File: config.mk
export PLATFORM = sky130hd
export DESIGN_NAME = wallace_mul8_seq
export DESIGN_NICKNAME = d
export VERILOG_FILES = /design/src/rtl/wallace_mul8_seq.sv
export SDC_FILE = /design/constraint.sdc
export NUM_CORES = 1
export LEC_CHECK = 0
export ABC_AREA = 1
export BUFFER_PORTS_ARGS = -buffer_cell sky130_fd_sc_hd__buf_2
export CAP_MARGIN = 20
export CORE_MARGIN = 8
export CORE_UTILIZATION = 56
export DETAILED_ROUTE_END_ITERATION = 8
export GPL_TIMING_DRIVEN = 0
export PLACE_DENSITY_LB_ADDON = 0.05
export SYNTH_ARGS = -nofsm -noshare
export SYNTH_HDL_FRONTEND = slang
export SYNTH_SLANG_ARGS = --single-unit
File: constraint.sdc
create_clock -name clk -period 13 [get_ports clk]
set_clock_uncertainty 0.1 [all_clocks]
set_input_delay 1.3 -clock clk [delete_from_list [all_inputs] [get_ports clk]]
set_output_delay 1.3 -clock clk [all_outputs]
set_load 0.01 [all_outputs]
File: src/rtl/wallace_mul8_seq.sv
// Sequential 8x8 unsigned multiplier: one 4x4 Wallace tree reused over four cycles,
// accumulating shifted nibble products into a 16-bit result.

module wallace_4bit (
  input  logic [3:0] x,
  input  logic [3:0] y,
  output logic [7:0] p
);
  function automatic logic [15:0] csa(input logic [7:0] u, input logic [7:0] v, input logic [7:0] w);
    logic [7:0] s;
    logic [7:0] c;
    s = u ^ v ^ w;
    c = ((u & v) | (u & w) | (v & w)) << 1;
    return {s, c};
  endfunction

  logic [7:0] r0_s, r1_s, r2_s, r3_s;
  logic [15:0] l1_s, l2_s;

  // Partial-product rows reduced by two carry-save layers, then one carry-propagate add
  always_comb begin
    r0_s = {4'h0, x & {4{y[0]}}};
    r1_s = {3'h0, x & {4{y[1]}}, 1'b0};
    r2_s = {2'h0, x & {4{y[2]}}, 2'h0};
    r3_s = {1'b0, x & {4{y[3]}}, 3'h0};
    l1_s = csa(r0_s, r1_s, r2_s);
    l2_s = csa(l1_s[15:8], l1_s[7:0], r3_s);
    p    = l2_s[15:8] + l2_s[7:0];
  end
endmodule

module wallace_mul8_seq (
  input  logic        clk,
  input  logic        rst_n,
  input  logic        start,
  input  logic [7:0]  a,
  input  logic [7:0]  b,
  output logic        busy,
  output logic        done,
  output logic [15:0] product
);
  typedef enum logic [2:0] {
    S_IDLE = 3'd0,
    S_PP0  = 3'd1,
    S_PP1  = 3'd2,
    S_PP2  = 3'd3,
    S_PP3  = 3'd4,
    S_DONE = 3'd5
  } state_e;

  state_e      state_q;
  logic [7:0]  a_q, b_q;
  logic [15:0] acc_q, acc_d;
  logic [15:0] product_q;
  logic        busy_q, done_q;
  logic [3:0]  x_s, y_s;
  logic [7:0]  pp_s;
  logic [15:0] pp_sh_s;

  wallace_4bit u_tree (
    .x (x_s),
    .y (y_s),
    .p (pp_s)
  );

  // Nibble selection and shift of the partial product for the current step
  always_comb begin
    x_s     = a_q[3:0];
    y_s     = b_q[3:0];
    pp_sh_s = {8'h00, pp_s};
    case (state_q)
      S_PP0: begin
        pp_sh_s = {8'h00, pp_s};
      end
      S_PP1: begin
        x_s     = a_q[7:4];
        pp_sh_s = {4'h0, pp_s, 4'h0};
      end
      S_PP2: begin
        y_s     = b_q[7:4];
        pp_sh_s = {4'h0, pp_s, 4'h0};
      end
      S_PP3: begin
        x_s     = a_q[7:4];
        y_s     = b_q[7:4];
        pp_sh_s = {pp_s, 8'h00};
      end
      default: begin
        pp_sh_s = {8'h00, pp_s};
      end
    endcase
    acc_d = acc_q + pp_sh_s;
  end

  // Control FSM with registered busy/done/product; DONE doubles as an accept cycle
  always_ff @(posedge clk or negedge rst_n) begin
    if (!rst_n) begin
      state_q   <= S_IDLE;
      a_q       <= 8'h00;
      b_q       <= 8'h00;
      acc_q     <= 16'h0000;
      product_q <= 16'h0000;
      busy_q    <= 1'b0;
      done_q    <= 1'b0;
    end else begin
      case (state_q)
        S_IDLE, S_DONE: begin
          done_q <= 1'b0;
          if (start) begin
            a_q     <= a;
            b_q     <= b;
            acc_q   <= 16'h0000;
            busy_q  <= 1'b1;
            state_q <= S_PP0;
          end else begin
            busy_q  <= 1'b0;
            state_q <= S_IDLE;
          end
        end
        S_PP0: begin
          acc_q   <= acc_d;
          state_q <= S_PP1;
        end
        S_PP1: begin
          acc_q   <= acc_d;
          state_q <= S_PP2;
        end
        S_PP2: begin
          acc_q   <= acc_d;
          state_q <= S_PP3;
        end
        S_PP3: begin
          acc_q     <= acc_d;
          product_q <= acc_d;
          busy_q    <= 1'b0;
          done_q    <= 1'b1;
          state_q   <= S_DONE;
        end
        default: begin
          busy_q  <= 1'b0;
          done_q  <= 1'b0;
          state_q <= S_IDLE;
        end
      endcase
    end
  end

  assign busy    = busy_q;
  assign done    = done_q;
  assign product = product_q;
endmodule

Yosys cells after proc, flatten, opt, wreduce, memory -nomap -nowiden
Cells that the tools add are included.
W data, S select, Z words.
Word-level totals
  input port bits: 19
  word-level logic and storage cells: 53
  register bits after elaboration: 53
  output and inout port bits: 18
Cells by class
  equality and inequality tests: 6
  reductions and logical operators: 10
  $add $sub $neg: 2
  bitwise operators: 18
  multiplexer cells: 10
Operators with widths (count)
  $pmux W16 S2: 2
  $and A7 B7 Y7: 3
  $or A7 B7 Y7: 3
  $add A16 B16 Y16: 1
  $and A4 B4 Y4: 4
  $mux W16: 1
  $pmux W3 S5: 1
  $add A8 B8 Y8: 1
  $mux W4: 2
  $reduce_or A2 Y1: 4
  $xor A8 B7 Y8: 1
  $xor A8 B8 Y8: 1
  $or A7 B6 Y7: 1
  $and A4 B6 Y6: 1
  $and A5 B6 Y6: 1
  $eq A3 B2 Y1 const B: 2
  $eq A3 B3 Y1 const B: 2
  $xor A5 B6 Y6: 1
  $and A4 B5 Y5: 1
  $xor A4 B5 Y5: 1
  $pmux W1 S2: 2
  $reduce_and A2 Y1: 2
  $reduce_or A4 Y1: 1
  $eq A3 B1 Y1 const B: 1
  5 further kinds: 6

Depth between registers and ports, before layout
Gate-level depths: netlist of the first run.
  depth in word-level cells: 14
  gate-level depth with buffers: 27
  depth with buffers taken out: 27

Hierarchy
Synthesis of the first run repeated with hierarchy kept, for this count alone.
Second synthesis, totals
  cells, all modules: 503
  area total of the unflattened synthesis: 3579.7 sq um
By module, submodules not included
  wallace_mul8_seq: seq. area each 1326.3 sq um, instances 1, cells each 440, area each 3171.8 sq um
  wallace_4bit: seq. area each 0.0 sq um, instances 1, cells each 63, area each 407.9 sq um

Least setup slack after synthesis of the first run
Ideal clock, no wire load.
  kind: register to register
  start: register state_q[2]
  end: register acc_q[7]
  setup slack: 8.600 ns
  clock period less this slack: 4.400 ns
  library setup time: 0.117 ns
  cell stages (with the launch flop): 22
  arrival: 4.183 ns
  data required time: 12.783 ns
  path buffers: 0
  path through: dfrtp_1 > inv_2 > nand2_4 > nor2_2 > nor2_8 > o21ai_2 > nand2_1 > fa_1 > inv_1 > fa_1 > ha_1 > fa_1 > xnor2_1 > o22ai_1 > ha_1 > nand2_1 > inv_1 > a21oi_1 > nand2_1 > or2_2 > nand3_1 > nand2_1
On the way
  longest elaborated chain between the ends: 14
  elaborated cells on any way between the ends: 38
  those cells by class: add/sub (2); eq/ne (6); mux (4); bitwise (18); reduce/logical (8)
Ends and longest elaborated chain
  start, declared: RTL line 51  | state_e state_q;
  start signal, assigned: RTL line 98  | state_q <= S_IDLE;
  start signal, assigned: RTL line 114  | state_q <= S_PP0;
  start signal, assigned: RTL line 117  | state_q <= S_IDLE;
  $eq A3 B3 Y1 or $eq A3 B2 Y1 (tied branches): RTL line 71, 106
  $reduce_or A2 Y1 (no line)
  $mux W4: RTL line 71  | case (state_q)
  $and A4 B4 Y4, on equally long branches: RTL line 22, 23, 24
  $and A4 B5 Y5 or $and A4 B6 Y6 (tied branches): RTL line 13  | c = ((u & v) | (u & w) | (v & w)) << 1;
  $or A7 B7 Y7: RTL line 13
  $or A7 B6 Y7: RTL line 13
  $and A7 B7 Y7: RTL line 13
  $or A7 B7 Y7 (2 in a row): RTL line 13
  $add A8 B8 Y8: RTL line 28  | p = l2_s[15:8] + l2_s[7:0];
  $pmux W16 S2: RTL line 71
  $add A16 B16 Y16: RTL line 92  | acc_d = acc_q + pp_sh_s;
  $pmux W16 S2: RTL line 106  | case (state_q)
  end signal, assigned: RTL line 101  | acc_q <= 16'h0000;
  end signal, assigned: RTL line 112  | acc_q <= 16'h0000;
  end signal, assigned: RTL line 121  | acc_q <= acc_d;
  end, declared: RTL line 53  | logic [15:0] acc_q, acc_d;
Several ways; a longest one is shown, not always the timed one.
A chain may end at the register's enable or synchronous reset.

Worst setup path in the final report of the first run
  start: register state_q[1]
  end: register product_q[7], in the netlist product[7]
On the way
  longest elaborated chain between the ends: 13
  elaborated cells on any way between the ends: 29
  those cells by class: add/sub (2); eq/ne (3); mux (3); bitwise (18); reduce/logical (3)
Ends and longest elaborated chain
  $eq A3 B3 Y1 or $eq A3 B2 Y1 (tied branches): RTL line 71, 106
  $reduce_or A2 Y1 (no line)
  $mux W4: RTL line 71
  $and A4 B4 Y4, on equally long branches: RTL line 22, 23, 24
  $and A4 B5 Y5 or $and A4 B6 Y6 (tied branches): RTL line 13
  $or A7 B7 Y7: RTL line 13
  $or A7 B6 Y7: RTL line 13
  $and A7 B7 Y7: RTL line 13
  $or A7 B7 Y7 (2 in a row): RTL line 13
  $add A8 B8 Y8: RTL line 28
  $pmux W16 S2: RTL line 71
  $add A16 B16 Y16: RTL line 92
  end signal, assigned: RTL line 102  | product_q <= 16'h0000;
  end signal, assigned: RTL line 134  | product_q <= acc_d;
  end, declared: RTL line 54  | logic [15:0] product_q;
Several ways; a longest one is shown, not always the timed one.

==> results of run 1 <==
-- where the power goes --
part / total, mW / switching (mW) / leakage [nW] / internal, mW
Clock: 0.0977 / 0.0554 / 0.0433 / 0.0423
Combinational: 0.822 / 0.522 / 1.56 / 0.301
Sequential: 0.276 / 0.0392 / 0.680 / 0.237
-- layout make-up --
cell class	instances	area, um^2	share of cell area
multi-input combinational	353	1921	0.4870
sequential	53	1326	0.3363
inverter	66	252.7	0.06409
timing repair buffer	37	200.2	0.05076
tap	77	96.34	0.02443
clock buffer	6	82.58	0.02094
buffer	8	57.56	0.01459
clock inverter	1	7.507	0.001904
-- flip-flops by register name (all words and copies together) (netlist names) --
register  count
a_q           8
state_q       3
busy          1
acc_q        16
done          1
product      16
b_q           8
-- cell families after synthesis --
kind of cell	after synthesis
AOI/OAI and AO/OA	45
xor gates and xnor gates	6
adders and majority gates	29
buffers and inverters	74
DFF	53
and+or+nand+nor	273
-- stage by stage --
stage | hold WS [ns] | area (um^2)
6_report | 0.3765 | 3944
5_1_grt | 0.3988 | 3944
4_1_cts | 0.3769 | 3944
3_5_place_dp | 0.3537 | 3854
3_3_place_gp | 0.3496 | 3834
2_1_floorplan | 0.3422 | 3557
-- cells in the mapped netlist (2+ instances only) --
library cell,n,area (um^2)
sky130_fd_sc_hd__nand3_1,32,160.2
sky130_fd_sc_hd__inv_2,6,22.52
sky130_fd_sc_hd__xnor2_1,4,35.03
sky130_fd_sc_hd__ha_1,22,275.3
sky130_fd_sc_hd__nor2_2,3,18.77
sky130_fd_sc_hd__nor2_4,2,22.52
sky130_fd_sc_hd__inv_1,58,217.7
sky130_fd_sc_hd__or2_2,4,25.02
sky130_fd_sc_hd__xor2_1,2,17.52
sky130_fd_sc_hd__nor3_1,2,10.01
sky130_fd_sc_hd__dfrtp_1,53,1326
sky130_fd_sc_hd__o21ai_2,3,26.28
sky130_fd_sc_hd__o21ai_0,9,45.04
sky130_fd_sc_hd__nand2_1,178,668.1
sky130_fd_sc_hd__nand2_2,11,68.82
sky130_fd_sc_hd__o22ai_1,8,50.05
sky130_fd_sc_hd__a21oi_1,10,50.05
sky130_fd_sc_hd__buf_2,6,30.03
sky130_fd_sc_hd__nand2_4,3,33.78
sky130_fd_sc_hd__nand3b_1,5,37.54
sky130_fd_sc_hd__fa_1,7,140.1
sky130_fd_sc_hd__inv_4,2,12.51
sky130_fd_sc_hd__o21ai_1,12,60.06
sky130_fd_sc_hd__nor2_1,29,108.9
-- worst max-delay path, stage by stage (launching register included) --
cell and delay, ns:
sky130_fd_sc_hd__dfrtp_1 0.46, sky130_fd_sc_hd__nor2_2 0.21, sky130_fd_sc_hd__nand2_4 0.10, sky130_fd_sc_hd__inv_4 0.14
sky130_fd_sc_hd__nor2_8 0.06, sky130_fd_sc_hd__o21ai_2 0.21, sky130_fd_sc_hd__nand2_1 0.11, sky130_fd_sc_hd__fa_1 0.54
sky130_fd_sc_hd__inv_1 0.05, sky130_fd_sc_hd__fa_1 0.47, sky130_fd_sc_hd__ha_1 0.22, sky130_fd_sc_hd__fa_1 0.41
sky130_fd_sc_hd__xnor2_1 0.38, sky130_fd_sc_hd__o22ai_1 0.17, sky130_fd_sc_hd__ha_1 0.36, sky130_fd_sc_hd__nand2_1 0.13
sky130_fd_sc_hd__inv_1 0.05, sky130_fd_sc_hd__a21oi_1 0.13, sky130_fd_sc_hd__nand2_1 0.15, sky130_fd_sc_hd__or2_2 0.32
sky130_fd_sc_hd__nand3_1 0.10, sky130_fd_sc_hd__nand2_1 0.06
-- worst max path at each step --
stage | to | depth (start not counted) | startpoint
CTS | product[7] | 21 | state_q[1]
finish | product[7] | 21 | state_q[1]
detailed placement | product[7] | 21 | state_q[1]
global route | product[7] | 21 | state_q[1]
floorplan | acc_q[7] | 21 | state_q[2]
global placement | product[7] | 21 | state_q[1]
-- routing by layer --
metal  vias up  share of wire  wire length [um]
li1       1584              -                 -
met1      1390           0.46              3627
met5         -              0                 0
met3        11          0.032               255
met4         0          0.019               149
met2        62           0.49              3847
==> PnR_summary.wiki, run 1 <==
{| class="wikitable"
! Metric !! Value
|-
| Buffers from clock root to sink, at most || 2
|-
| Tot Pwr || 1.196 mW
|-
| HPWL reported at the end of detailed placement || 6214 um
|-
| Peak Freq || 197.1 MHz
|-
| Required time of the worst setup path || 13.10 ns
|-
| Area of the placeable core || 6241 um^2
|-
| Filler-free cell count of the finished design || 601
|-
| Shortest clock period the worst path allows after layout || 5.073 ns
|-
| Quantity of I/O buffers inserted on ports || 36
|-
| Overall fraction of global-route tracks in use || 0.1907
|-
| Number of nets in the finished design || 572
|-
| Number of failing setup endpoints in the final timing report || 0
|-
| Source of the worst hold timing path || done
|-
| Combined area of all synthesized cells || 3557 um^2
|-
| Filler Cell Count || 585
|-
| Final period util || 0.3902
|-
| Worst Path Arrival || 5.17 ns
|-
| Number of rows created at floorplan || 29
|-
| Post-synthesis xor/xnor area fraction || 0.01477
|-
| Startpoint class of the critical path || flop
|-
| Chip Width || 95.70 um
|-
| Unrepaired setup endpoints after global routing || false
|-
| First-pass DRT Iterations || 6
|-
| Mapped Avg Cell Area || 7.411 um^2
|-
| Area Overhead vs Synth || 10.87%
|-
| Nature of the critical path endpoint || flop
|-
| Prevailing post-synth register cell || sky130_fd_sc_hd__dfrtp_1
|-
| R2R Setup Slk || 7.93 ns
|-
| Number of instances in the synthesized netlist || 480
|-
| Transition at the pin with the smallest max-transition slack || 0.5215 ns
|-
| Number of levels the H-tree was split into || 2
|-
| Rel. slew slack || 0.6524
|-
| Ratio of total power to cell area || 303.3 nW/um^2
|-
| Top Ports || 37
|-
| GP Congestion || 0.8926
|-
| Final sum of negative setup slack || 0 ns
|-
| Share of async-settable or async-resettable flops after synthesis || 1.000
|-
| DRT antenna net count || 0
|-
| Sink Count || 53
|-
| Result of the run || completed
|-
| Die area || 9158 um^2
|-
| Drt total wl || 7880 um
|-
| Via Count || 3047
|-
| Simple-Gate Fraction of Synth Area || 0.3352
|-
| Dpl cells || 594
|-
| Initial core utilization || 0.5700
|-
| Critical path class || reg -> reg
|-
| Commonest non-fill, non-tap cell in the layout || sky130_fd_sc_hd__nand2_1
|-
| TritonCTS clock tree || built
|-
| Post-CTS Hold Buffers || 0
|-
| Final Util || 0.6319
|-
| Sequential share of the synthesized area || 0.3728
|-
| Fraction of met3 tracks used by global routing || 0.03042
|-
| Pre-CTS setup slack || 7.927 ns
|-
| Total of warnings raised by yosys || 0
|-
| Global routing met2 resource utilization || 0.3349
|-
| Hold path depth || 2
|-
| Share of synthesized cell area in full adder, half adder and majority cells || 0.1168
|-
| Final Hold Vio Count || 0
|-
| Final WS setup || 7.927 ns
|-
| Skew-Pair Late Insertion Delay || 0.31 ns
|-
| Multiplexer share of the synthesized area || 0
|-
| Clock edge transition at the registers on the reported setup and hold paths || 0.10 ns
|-
| Global-route wire length before repair || 13940 um
|-
| DRC violations left || 0
|-
| Most frequent cells in the layout || sky130_fd_sc_hd__nand2_1, sky130_fd_sc_hd__inv_1, sky130_fd_sc_hd__dfrtp_1
|-
| Global route overflow || 0
|-
| R2R cell count || 21
|-
| Global-route track usage on met1 || 0.2312
|-
| Post-CTS Resized || 0
|-
| Net count after synthesis || 528
|-
| Most congested layer reported by global routing || met2
|-
| Post-synth EDFFs || 0
|-
| Distinct cell type count after synthesis || 33
|-
| Startpoint of the worst register-to-register path || state_q[1]
|-
| Main combinational cell family by area after synthesis || simple AND/OR/NAND/NOR gates
|-
| Max-capacitance violation count || 0
|-
| Number of pins exceeding their max-slew limit in the final report || 0
|-
| Antenna violations before repair || 0
|-
| DR WL/cell || 13.11 um
|-
| Vert. Die Dim || 95.70 um
|-
| Clk root buf || sky130_fd_sc_hd__clkbuf_8
|-
| Inserted Clock Buffers || 5
|-
| Count of buffers added by post-CTS timing repair for setup || 0
|-
| Post-synthesis compound-gate area fraction || 0.07316
|-
| Peak fanout along the critical path || 10
|-
| LEAKAGE || 2.282 nW
|-
| Min-Delay Endpoint || done
|-
| Pin count of the biggest net entering global routing || 33
|-
| Layout cells sized above 1 || 0.1679
|-
| Max IR drop VDD || 159.1 uV
|-
| Worst Hold Class || reg -> reg
|-
| Flip-flop and latch count after synthesis || 53
|-
| ANT cells || 0
|-
| Number of violations reported at the end of detailed-routing iteration 0 || 175
|-
| Post-DR vias/cell || 5.070
|-
| Destination of the worst register-to-register timing path || product[7]
|-
| Number of global-route vias before repair || 3187
|}
(Power assumes the default switching activity.)
==> inputs of run 2 (changes only) <==
--- a/config.mk
+++ b/config.mk
@@ -9,7 +9,7 @@
 export BUFFER_PORTS_ARGS = -buffer_cell sky130_fd_sc_hd__buf_2
 export CAP_MARGIN = 20
 export CORE_MARGIN = 8
-export CORE_UTILIZATION = 56
+export CORE_UTILIZATION = 54
 export DETAILED_ROUTE_END_ITERATION = 8
 export GPL_TIMING_DRIVEN = 0
 export PLACE_DENSITY_LB_ADDON = 0.05
==> constraint.sdc (replaced) <==
create_clock -name clk -period 4.5 [get_ports clk]
set_clock_uncertainty 0.1 [all_clocks]
set_input_delay 0.45 -clock clk [delete_from_list [all_inputs] [get_ports clk]]
set_output_delay 0.45 -clock clk [all_outputs]
set_load 0.01 [all_outputs]
==> PnR_summary.wiki, run 2 (synthesis results as in run 1) <==
{| class="wikitable"
! Metric !! Value
|-
| Required time of the worst setup path || 4.66 ns
|-
| Vert. Die Dim || 97.16 um
|-
| Area Overhead vs Synth || 35.03%
|-
| Fraction of met3 tracks used by global routing || 0.03129
|-
| Number of violations reported at the end of detailed-routing iteration 0 || 123
|-
| Most congested layer reported by global routing || met2
|-
| Number of nets in the finished design || 607
|-
| Post-DR vias/cell || 5.160
|-
| Global route overflow || 0
|-
| Hold_ws || -0.009706 ns
|-
| Critical path class || reg -> reg
|-
| Number of global-route vias before repair || 3211
|-
| Clock edge transition at the registers on the reported setup and hold paths || 0.10 ns
|-
| HPWL reported at the end of detailed placement || 6359 um
|-
| Area of the placeable core || 6350 um^2
|-
| Pin count of the biggest net entering global routing || 34
|-
| Max-capacitance violation count || 0
|-
| Buffers from clock root to sink, at most || 2
|-
| Global-route track usage on met1 || 0.2205
|-
| Filler-free cell count of the finished design || 637
|-
| Clk root buf || sky130_fd_sc_hd__clkbuf_8
|-
| Number of levels the H-tree was split into || 2
|-
| Final Util || 0.7565
|-
| Layout cells sized above 1 || 0.4143
|-
| Antenna violations before repair || 0
|-
| Skew-Pair Late Insertion Delay || 0.32 ns
|-
| Global-route wire length before repair || 14570 um
|-
| Top Ports || 37
|-
| DRC violations left || 0
|-
| Final Hold Vio Count || 20
|-
| Unrepaired setup endpoints after global routing || true
|-
| Post-CTS Hold Buffers || 0
|-
| Chip Width || 97.16 um
|-
| Overall fraction of global-route tracks in use || 0.1823
|-
| Number of rows created at floorplan || 29
|-
| Inserted Clock Buffers || 5
|-
| Sink Count || 53
|-
| Startpoint class of the critical path || flop
|-
| Quantity of I/O buffers inserted on ports || 36
|-
| Global routing met2 resource utilization || 0.3229
|-
| Violations in the final reports || hold timing
|-
| Peak fanout along the critical path || 6
|-
| Commonest non-fill, non-tap cell in the layout || sky130_fd_sc_hd__nand2_1
|-
| Initial core utilization || 0.5602
|-
| First-pass DRT Iterations || 4
|-
| DRT antenna net count || 0
|-
| Filler Cell Count || 449
|-
| Number of pins exceeding their max-slew limit in the final report || 0
|-
| Die area || 9440 um^2
|-
| Dpl cells || 594
|-
| Final period util || 0.9881
|-
| Worst Hold Class || in -> async
|-
| Worst Path Arrival || 4.61 ns
|-
| Via Count || 3287
|-
| ANT cells || 0
|-
| Peak Freq || 224.9 MHz
|-
| Shortest clock period the worst path allows after layout || 4.446 ns
|-
| Nature of the critical path endpoint || flop
|-
| GP Congestion || 0.8368
|-
| DR WL/cell || 14.74 um
|-
| Most frequent cells in the layout || sky130_fd_sc_hd__nand2_1, sky130_fd_sc_hd__inv_1, sky130_fd_sc_hd__dfrtp_1
|-
| Drt total wl || 9390 um
|-
| Transition at the pin with the smallest max-transition slack || 0.5054 ns
|-
| Rel. slew slack || 0.6631
|-
| Number of failing setup endpoints in the final timing report || 0
|-
| TritonCTS clock tree || built
|-
| Result of the run || complete, but fails checks
|}
## run 2: repair_timing
| item | in CTS | in global routing |
|---|---|---|
| buffers inserted | 14 | 20 |
| cloned | 1 | 0 |
| pin swaps | 20 | 57 |
| gates resized for setup | 34 | 110 |
| endpoints found under the setup margin | 22 | 22 |
## run 2: worst max-delay path, stage by stage (launching register included)
cell                       delay, ns
sky130_fd_sc_hd__dfrtp_2        0.42
sky130_fd_sc_hd__buf_4          0.16
sky130_fd_sc_hd__nand2_8        0.11
sky130_fd_sc_hd__nand2_8        0.08
sky130_fd_sc_hd__clkbuf_4       0.18
sky130_fd_sc_hd__o21ai_4        0.15
sky130_fd_sc_hd__nand2_2        0.07
sky130_fd_sc_hd__fa_1           0.52
sky130_fd_sc_hd__inv_2          0.04
sky130_fd_sc_hd__fa_2           0.47
sky130_fd_sc_hd__ha_4           0.18
sky130_fd_sc_hd__fa_2           0.39
sky130_fd_sc_hd__xnor2_4        0.18
sky130_fd_sc_hd__buf_6          0.13
sky130_fd_sc_hd__o22ai_4        0.07
sky130_fd_sc_hd__ha_4           0.34
sky130_fd_sc_hd__nand2_4        0.05
sky130_fd_sc_hd__nand3b_1       0.16
sky130_fd_sc_hd__nand2_2        0.14
sky130_fd_sc_hd__nand2_2        0.09
sky130_fd_sc_hd__nand3b_1       0.16
sky130_fd_sc_hd__nand3_1        0.11
sky130_fd_sc_hd__nand2_1        0.08
## run 2: area by class of cell
type	count	area (um^2)	share of cell area
Multi-Input combinational cell	354	2497	0.5199
Sequential cell	53	1330	0.2769
Timing Repair Buffer	71	462.9	0.09638
Inverter	66	262.8	0.05470
Tap cell	77	96.34	0.02006
Clock buffer	6	82.58	0.01719
Buffer	8	57.56	0.01198
Clock inverter	2	13.76	0.002865
## run 2: per-stage QoR
stage,setup slack [ns],instance area [um^2],TNS (ns),hold slack (ns)
2_1_floorplan,0.09960,3557,0,0.05441
3_3_place_gp,-0.3698,3834,-5.094,0.3526
3_5_place_dp,-0.4338,3854,-6.362,0.3506
4_1_cts,0.002722,4198,0,0.01151
5_1_grt,-0.1156,4803,-0.9670,0.02922
6_report,0.05375,4803,0,-0.009706
## run 2: worst paths after layout
kind / slack (ns) / to / cells past startpoint / from
worst max-delay path: 0.05 / acc_q[10] / 22 / state_q[2]
worst min-delay path: -0.01 / product[13] / 1 / rst_n
worst max register to register: 0.05 / acc_q[10] / 22 / state_q[2]
worst min register to register: 0.38 / product[10] / 2 / product[10]
max in group asynchronous: 3.75 / state_q[0] / 2 / rst_n
min in group clk: 0.22 / a_q[3] / 3 / a[3]
## run 2: metal layers
metal	wire length (um)	vias to the layer above
met5	0	-
met4	269	0
met3	277	21
met2	4784	73
met1	4058	1535
li1	-	1658
Power of run 2 is left out: the tool's default activity adds up to more than one toggle a clock period on the data nets, which glitch-free logic cannot reach.
